<file path="src/rtl/phylog_pkg.sv">
// rtl/phylog_pkg.sv - shared op-bus field positions, opcodes and task state encodings
package phylog_pkg;

    // op bus fields: [15:12] unused, [11:8] target id, [7:4] opcode, [3:0] argument
    localparam int OP_ID_HI   = 11;
    localparam int OP_ID_LO   = 8;
    localparam int OP_CODE_HI = 7;
    localparam int OP_CODE_LO = 4;
    localparam int OP_ARG_HI  = 3;
    localparam int OP_ARG_LO  = 0;

    localparam logic [3:0] OP_READY    = 4'b0001;
    localparam logic [3:0] OP_SUSPEND  = 4'b0010;
    localparam logic [3:0] OP_WAIT     = 4'b0011;
    localparam logic [3:0] OP_KILL     = 4'b0100;
    localparam logic [3:0] OP_KILL_ALT = 4'b1100;
    localparam logic [3:0] OP_SETPRIO  = 4'b0101;
    localparam logic [3:0] OP_SETHIT   = 4'b0110;
    localparam logic [3:0] OP_EXEC     = 4'b0111;
    localparam logic [3:0] OP_FINISH   = 4'b1111;

    localparam logic [1:0] ST_READY = 2'b00;
    localparam logic [1:0] ST_SUSP  = 2'b01;
    localparam logic [1:0] ST_WAIT  = 2'b10;
    localparam logic [1:0] ST_TERM  = 2'b11;

    // opcodes a task control block reacts to; anything else is bus noise
    function automatic logic op_is_known(input logic [3:0] code);
        case (code)
            OP_READY, OP_SUSPEND, OP_WAIT, OP_KILL, OP_KILL_ALT,
            OP_SETPRIO, OP_SETHIT, OP_EXEC, OP_FINISH: op_is_known = 1'b1;
            default:                                   op_is_known = 1'b0;
        endcase
    endfunction

    function automatic logic op_is_kill(input logic [3:0] code);
        op_is_kill = (code == OP_KILL) || (code == OP_KILL_ALT);
    endfunction

endpackage

</file>
<file path="src/rtl/task_aging_timer.sv">
// rtl/task_aging_timer.sv - counts eligible idle cycles and ticks once per aging period
module task_aging_timer #(
    parameter int unsigned AGING_PERIOD = 10000
) (
    input  logic CLK,
    input  logic RST_N,
    input  logic enable,
    input  logic clear,
    output logic tick
);

    localparam int unsigned CW = (AGING_PERIOD > 1) ? $clog2(AGING_PERIOD) : 1;
    localparam logic [CW-1:0] LAST = CW'((AGING_PERIOD > 0) ? AGING_PERIOD - 1 : 0);
    localparam logic ACTIVE = (AGING_PERIOD != 0);

    logic [CW-1:0] count;

    // wrap is combinational so the priority bump lands on the same edge as the wrap
    assign tick = ACTIVE && enable && !clear && (count == LAST);

    // count while enabled, hold otherwise; a clear always restarts the period
    always_ff @(posedge CLK or negedge RST_N) begin
        if (!RST_N) begin
            count <= '0;
        end else if (clear) begin
            count <= '0;
        end else if (tick) begin
            count <= '0;
        end else if (ACTIVE && enable) begin
            count <= count + CW'(1);
        end
    end

endmodule

</file>
<file path="src/rtl/task_tcb.sv">
// rtl/task_tcb.sv - per-task control block decoding the broadcast op bus for the sorter
module task_tcb
    import phylog_pkg::*;
#(
    parameter logic [3:0]  TASK_ID      = 4'd9,
    parameter int unsigned PRIO_W       = 4,
    parameter int unsigned HIT_W        = 8,
    parameter int unsigned HIT_INIT     = 128,
    parameter int unsigned AGING_PERIOD = 10000
) (
    input  logic                CLK,
    input  logic                RST_N,
    input  logic [15:0]         in_op,
    output logic [4+PRIO_W-1:0] out_sorter,
    output logic                out_valid,
    output logic                op_ack,
    output logic [1:0]          task_state
);

    localparam logic [PRIO_W-1:0] PRIO_MAX = {PRIO_W{1'b1}};

    logic [3:0] op_id;
    logic [3:0] op_code;
    logic [3:0] op_arg;

    logic [1:0]        state_q, state_d;
    logic [PRIO_W-1:0] prio_q, prio_d;
    logic [HIT_W-1:0]  hit_q, hit_d;

    logic                eligible;
    logic                addressed;
    logic                exec_ok;
    logic                age_clear;
    logic                age_enable;
    logic                age_tick;
    logic [4+PRIO_W-1:0] sorter_d;
    logic                valid_d;

    assign op_id   = in_op[OP_ID_HI:OP_ID_LO];
    assign op_code = in_op[OP_CODE_HI:OP_CODE_LO];
    assign op_arg  = in_op[OP_ARG_HI:OP_ARG_LO];

    assign eligible = (state_q == ST_READY) && (hit_q != '0);

    // a terminated task only listens for further kills
    assign addressed = (op_id == TASK_ID) && op_is_known(op_code)
                       && ((state_q != ST_TERM) || op_is_kill(op_code));

    assign exec_ok    = addressed && ((op_code == OP_EXEC) || (op_code == OP_FINISH)) && eligible;
    assign age_clear  = (addressed && (op_code == OP_SETPRIO)) || exec_ok;
    assign age_enable = eligible && !addressed;

    task_aging_timer #(
        .AGING_PERIOD(AGING_PERIOD)
    ) u_aging (
        .CLK    (CLK),
        .RST_N  (RST_N),
        .enable (age_enable),
        .clear  (age_clear),
        .tick   (age_tick)
    );

    // state register: task state, priority and remaining hits
    always_ff @(posedge CLK or negedge RST_N) begin
        if (!RST_N) begin
            state_q <= ST_READY;
            prio_q  <= '0;
            hit_q   <= HIT_W'(HIT_INIT);
        end else begin
            state_q <= state_d;
            prio_q  <= prio_d;
            hit_q   <= hit_d;
        end
    end

    // next state: addressed ops take priority over the aging bump
    always_comb begin
        state_d = state_q;
        prio_d  = prio_q;
        hit_d   = hit_q;
        if (addressed) begin
            case (op_code)
                OP_READY:             state_d = ST_READY;
                OP_SUSPEND:           state_d = ST_SUSP;
                OP_WAIT:              state_d = ST_WAIT;
                OP_KILL, OP_KILL_ALT: state_d = ST_TERM;
                OP_SETPRIO:           prio_d  = PRIO_W'(op_arg);
                OP_SETHIT:            hit_d   = HIT_W'(op_arg);
                OP_EXEC, OP_FINISH: begin
                    if (exec_ok) begin
                        hit_d = hit_q - HIT_W'(1);
                        if ((op_code == OP_FINISH) && (hit_q == HIT_W'(1))) begin
                            state_d = ST_WAIT;
                        end
                    end
                end
                default: ;
            endcase
        end else if (age_tick && (prio_q != PRIO_MAX)) begin
            prio_d = prio_q + PRIO_W'(1);
        end
    end

    // output decode from the current (pre-update) state
    always_comb begin
        sorter_d = '0;
        valid_d  = 1'b0;
        if (eligible) begin
            sorter_d = {TASK_ID, prio_q};
            valid_d  = 1'b1;
        end
    end

    // registered outputs toward the sorter plus the op acknowledge pulse
    always_ff @(posedge CLK or negedge RST_N) begin
        if (!RST_N) begin
            out_sorter <= '0;
            out_valid  <= 1'b0;
            op_ack     <= 1'b0;
        end else begin
            out_sorter <= sorter_d;
            out_valid  <= valid_d;
            op_ack     <= addressed;
        end
    end

    assign task_state = state_q;

endmodule

</file>
<file path="config.mk">
export PLATFORM = sky130hd
export DESIGN_NAME = task_tcb
export DESIGN_NICKNAME = d
export VERILOG_FILES = /design/src/rtl/phylog_pkg.sv /design/src/rtl/task_aging_timer.sv /design/src/rtl/task_tcb.sv
export SDC_FILE = /design/constraint.sdc
export NUM_CORES = 1
export LEC_CHECK = 0
export CAP_MARGIN = 20
export CORE_UTILIZATION = 54
export DETAILED_ROUTE_END_ITERATION = 8
export GPL_ROUTABILITY_DRIVEN = 1
export PLACE_DENSITY = 0.8
export SKIP_CTS_REPAIR_TIMING = 1
export SLEW_MARGIN = 10
export SYNTH_ARGS = -nofsm -noshare
export SYNTH_HDL_FRONTEND = slang
export SYNTH_SLANG_ARGS = --single-unit
</file>
<file path="constraint.sdc">
create_clock -name CLK -period 3.1 [get_ports CLK]
set_input_delay 0.62 -clock CLK [delete_from_list [all_inputs] [get_ports CLK]]
set_output_delay 0.62 -clock CLK [all_outputs]
set_load 0.1 [all_outputs]
</file>
Yosys cells after proc, flatten, opt, wreduce, memory -nomap -nowiden. Memories as Yosys holds them, arrays and structs flattened. Index checks and enable logic that the tools add are counted.

Flip-flop bits (word level): 38. Bits in read-only memories: 16. Input port bits: 18. Output and inout bits: 12. Word-level logic and storage cells: 69. Memories: 1.

Memory list: (name not given) (words 16, width 1, read ports 1, clocked after Yosys merged registers in 0, write ports 0, RTL line phylog_pkg.sv:29) `case (code)`.

Add/sub/neg operators: 3. Equal/unequal tests: 17. Mux-type cells: 13. Reductions and logical operators: 28.

Operators by type and width (number): $mux W14 (3); $eq A4 B3 Y1 const B (4); $mux W8 (2); $pmux W8 S2 (1); $add A14 B1 Y14 const B (1); $eq A14 B14 Y1 const B (1); $eq A4 B4 Y1 const B (3); $mux W4 (3); $logic_and A1 B1 Y1 (11); $pmux W2 S5 (1); $eq A4 B2 Y1 const B (2); $eq A8 B1 Y1 const B (1); $reduce_bool A8 Y1 (1); $sub A8 B1 Y8 const B (1); $ne A2 B2 Y1 const B (3); $reduce_bool A5 Y1 (1); $add A4 B1 Y4 const B (1); $eq A4 B1 Y1 const B (1); $logic_or A1 B1 Y1 (4); $mux W2 (2); $ne A4 B4 Y1 const B (1); $reduce_and A4 Y1 (1); $reduce_bool A2 Y1 (2); $reduce_or A2 Y1 (2); other kinds (7) (8).

Longest topological paths before layout.
Depth after elaboration: 13. Depth in mapped cells: 10. Mapped depth without buffers: 9.

Hierarchy. A second synthesis with hierarchy kept.

Cell total of the unflattened synthesis: 225. Area, all modules: 2183.3 um^2.

By module, submodules not included: task_tcb (times used 1, cells each 134, area an instance 1343.8 um^2, sequential area each 501.7 um^2); task_aging_timer (times used 1, cells each 91, area an instance 839.6 um^2, sequential area each 350.3 um^2).

Least setup slack after synthesis. OpenSTA, ideal clock, no wires.

Kind: reg2reg. Start: register state_q[0] (netlist: task_state[0]). End: register u_aging.count[7]. Setup time: 77 ps. Arrival time: 2359 ps. Required time: 3023 ps. Slack: 663 ps. Stages on the path, launching flop included: 8. Path buffers: 1. Clock period less this slack: 2437 ps. Path through: dfrtp_1 > and2_1 > o21ai_2 > nor4b_4 > nor2_1 > buf_2 > or3_1 > a21oi_1.

Word-level cells in the longest chain between the ends: 11. Elaborated cells on any way between the ends: 17. Classes of those cells: eq/ne: 1; mux: 2; reduce/logical: 14.

Ends and longest elaborated chain: from (decl) (RTL line task_tcb.sv:26) `logic [1:0] state_q, state_d;`; from (signal assigned) (RTL line task_tcb.sv:70) `state_q <= state_d;`; $ne A2 B2 Y1 (RTL line task_tcb.sv:47) `&& ((state_q != ST_TERM) || op_is_kill(op_code));`; $logic_or A1 B1 Y1 (RTL line task_tcb.sv:47); $logic_and A1 B1 Y1 (RTL line task_tcb.sv:47); $logic_and A1 B1 Y1 (2 in series) (RTL line task_tcb.sv:49) `assign exec_ok = addressed && ((op_code == OP_EXEC) || (op_code == OP_FINISH)) && eligible;`; $logic_or A1 B1 Y1 (RTL line task_tcb.sv:50) `assign age_clear = (addressed && (op_code == OP_SETPRIO)) || exec_ok;`; $logic_not A1 Y1 (RTL line task_aging_timer.sv:19) `assign tick = ACTIVE && enable && !clear && (count == LAST);`; $logic_and A1 B1 Y1 (2 in series) (RTL line task_aging_timer.sv:19); $mux W14 (RTL line task_aging_timer.sv:27) `end else if (tick) begin`; $mux W14 (RTL line task_aging_timer.sv:25) `end else if (clear) begin`; to (signal assigned) (RTL line task_aging_timer.sv:30) `count <= count + CW'(1);`; to (decl) (RTL line task_aging_timer.sv:16) `logic [CW-1:0] count;`.

Parallel ways exist; a longest one is shown, timed or not. A chain may end at the register's enable or synchronous reset.

Worst setup path in the final report.
Start: input port in_op[4]. End: register hit_q[0].

Word-level cells in the longest chain between the ends: 8. Elaborated cells on any way between the ends: 18. Classes of those cells: eq/ne: 6; mux: 1; reduce/logical: 10; memory: 1.

Ends and longest elaborated chain: from (decl) (RTL line task_tcb.sv:13) `input logic [15:0] in_op,`; branches (longest 3 deep; another with $mem_v2 Z16 W1); $logic_and A1 B1 Y1 * (RTL line task_tcb.sv:47); net addressed (RTL line task_tcb.sv:31) `logic addressed;`; $logic_and A1 B1 Y1 (2 in series) (RTL line task_tcb.sv:49); $ne A2 B2 Y1 (no source line); $reduce_and A3 Y1 (no source line) *; to (signal assigned) (RTL line task_tcb.sv:68) `hit_q <= HIT_W'(HIT_INIT);`; to (signal assigned) (RTL line task_tcb.sv:72) `hit_q <= hit_d;`; to (decl) (RTL line task_tcb.sv:28) `logic [HIT_W-1:0] hit_q, hit_d;`.

Mark *: on every way through the listed nets, which the timed path passes.

==> results.toml <==
[floorplanning]
io_pins = 30
die_y_um = 63.38
row_count = 21
die-area_um2 = 4017
initial_core_util_pct = 58.66
dieWidth_um = 63.38
core_area_um2 = 3468

[final_layout]
final_area_um2 = 2416
syn_to_final_growth_pct = 18.76
utilization_pct = 69.66
antenna_cells = 0
fillers = 285
finalNetCount = 283
drive_gt1_share_pct = 15.50

[synth]
yosysWarnings = 0
ys_async_sr_fraction_pct = 100.0
synthTopCellsByCount = "dfrtp_1 (33), nor2_1 (23), o21ai_0 (20)"
ys_seq_elements = 34
yosysTopAreaCell = "dfrtp_1"
ys_seq_area_share_pct = 41.88
synth_edf_count = 0
synthCells = 226
netlist_top_cells_area = "dfrtp_1 (41%), ha_1 (4.9%), o21ai_0 (4.9%), a21oi_1 (4.4%), nor2_1 (4.2%)"
synthDistinctLibCells = 51
synth_area_per_cell_um2 = 9.002
netlist.area_leader.share_pct = 40.59
synth_flop_cell = "dfrtp_1"
synth.most_common_cell = "dfrtp_1"
syn-cell-area_um2 = 2034

[detailed_routing]
drc_errors = 0
post_drt_wl_per_cell_um = 13.74
num_vias = 1763
via_per_inst = 5.799
postRouteAntennaNets = 0
first_iter_violations = 98
dr.pass1.iters = 4
totalWireLength_um = 4176

[power_and_ir_drop]
max-vdd-ir-drop_v = 0.0004118
p_leak_nw = 1.118
finalPower_mw = 1.432
p_per_area_nw_per_um2 = 592.8

[clock_tree]
htreeDepth = 2
cts.sinks = 34
cts_made_buffers = 5
cts_tree = "done"
clockBufferDepth = 2
clkTransAtPathRegs_ps = 70
worst_skew_pair.late_latency_ps = 290
cts_root_buffer = "clkbuf_8"

[grt]
grt_pass1_wl_um = 7458
grt_overflow = 0
grt_start_max_net_pins = 35
grt.total_usage_pct = 24.07
grt_pass1_vias = 1583
antenna_found_initial = 0

[timing]
finalSetupViolCount = 0
fmax_ghz = 0.3710
layout_setup_ws_ps = 404.9
skew_ps = 8.167
final.setup.tns_ps = 0
finalHoldViolCount = 0
min_period_over_period_pct = 86.94
fin_crit_ps = 2695
final_max_slew_viol_count = 0
rsz0062_at_grt = "false"

[setup_path]
path_max_fanout = 8
cp_slowest_cell = "clkdlybuf4s50_1"
worstPathRequired_ps = 3310
arrival_ps = 2900
critPathCaptureType = "flop"
worst_path_most_repeated_cell = "inv_1"
crit_type = "input port to flop"
cp_cell_sequence = "clkdlybuf4s50_1 > inv_1 > ha_1 > nand2b_1 > a21oi_1 > nand2_1 > inv_1 > nand3_1 > buf_4 > or3_1 > o21ai_0"
slowest_delay_ps = 510
critPathLaunchType = "input port"

[outcome]
status = "finished, final reports clean"

[placement]
postPlaceCellArea_um2 = 2325
gp_congestion = 0.8628
place_hpwl_um = 3044
portBuffers = 23
pre_cts_ws_ps = 163.1

[flow_run]
drv_cap = 0

[hold_path]
min_path_type = "flop to flop"
-- registers in the layout, indices dropped and copies added, names as in the netlist --
register / count
op_ack: 1
u_aging.count: 14
hit_q: 8
task_state: 2
out_sorter: 5
prio_q: 4
-- area by class of cell --
cell class | instances | area [um^2] | share of cell area [%]
repair buffers | 34 | 287.8 | 11.91
multi-input cells | 173 | 1094 | 45.26
inverters | 9 | 33.78 | 1.398
clock buffers | 7 | 86.33 | 3.573
well taps | 46 | 57.56 | 2.382
clock inverters | 1 | 5.005 | 0.2071
flip-flops and latches | 34 | 852.1 | 35.27
-- worst max-delay path: cells and delay by family --
kind	cells	cell delay [ps]
AOI/OAI and AO/OA	2	310
adders and majority gates	1	280
buffers and inverters	4	910
and+or+nand+nor	4	780
-- routing by layer --
layer / vias to the layer above / wire length (um) / global-route usage, %
met1: 855 / 2118 / 34.62
li1: 874 / - / -
met3: 2 / 169 / 5.254
met2: 32 / 1847 / 35.11
met5: - / 0 / 0
met4: 0 / 40 / 9.375
-- layout by cell type (no fill, tap or decap), types with 6 or more instances in the layout --
cell,count
buf_4,21
nor3_1,6
inv_1,9
dfrtp_1,33
nand2_1,17
nor2_1,23
nand3_1,10
a21oi_1,18
clkbuf_8,6
clkdlybuf4s50_1,13
ha_1,8
o21ai_0,20
-- path summary, 6_finish.rpt --
kind | depth (start not counted) | endpoint | slack, ps | start
max | 11 | hit_q[0] | 400 | in_op[4]
max reg2reg | 5 | u_aging.count[3] | 730 | u_aging.count[6]
min | 2 | hit_q[7] | 510 | hit_q[7]
min in group asynchronous | 2 | hit_q[4] | 720 | RST_N
max in group asynchronous | 2 | hit_q[7] | 2050 | RST_N
min reg2reg | 2 | hit_q[7] | 510 | hit_q[7]
-- power by group --
part           internal, mW  leakage, nW  switching (mW)
Combinational         0.163        0.639           0.349
Sequential            0.509        0.431          0.0752
Clock                 0.179       0.0482           0.157
-- through the flow --
step           std cells  hold WS [ps]
5_1_grt              304         552.4
3_3_place_gp         296         494.8
4_1_cts              304         523.0
6_report             304         514.8
3_5_place_dp         296         510.5
2_1_floorplan        227         324.4
-- cell families after synthesis --
logic type / count (synthesis) / synth area share [%]
simple gates: 92 / 24.66
other cells: 1 / 0.1843
compound gates: 61 / 18.88
buf+inv: 20 / 4.551
flops: 34 / 41.88
xor+xnor: 5 / 2.152
fa+ha+maj: 8 / 4.920
mux: 5 / 2.767
Power figures use the tool's default switching activity.
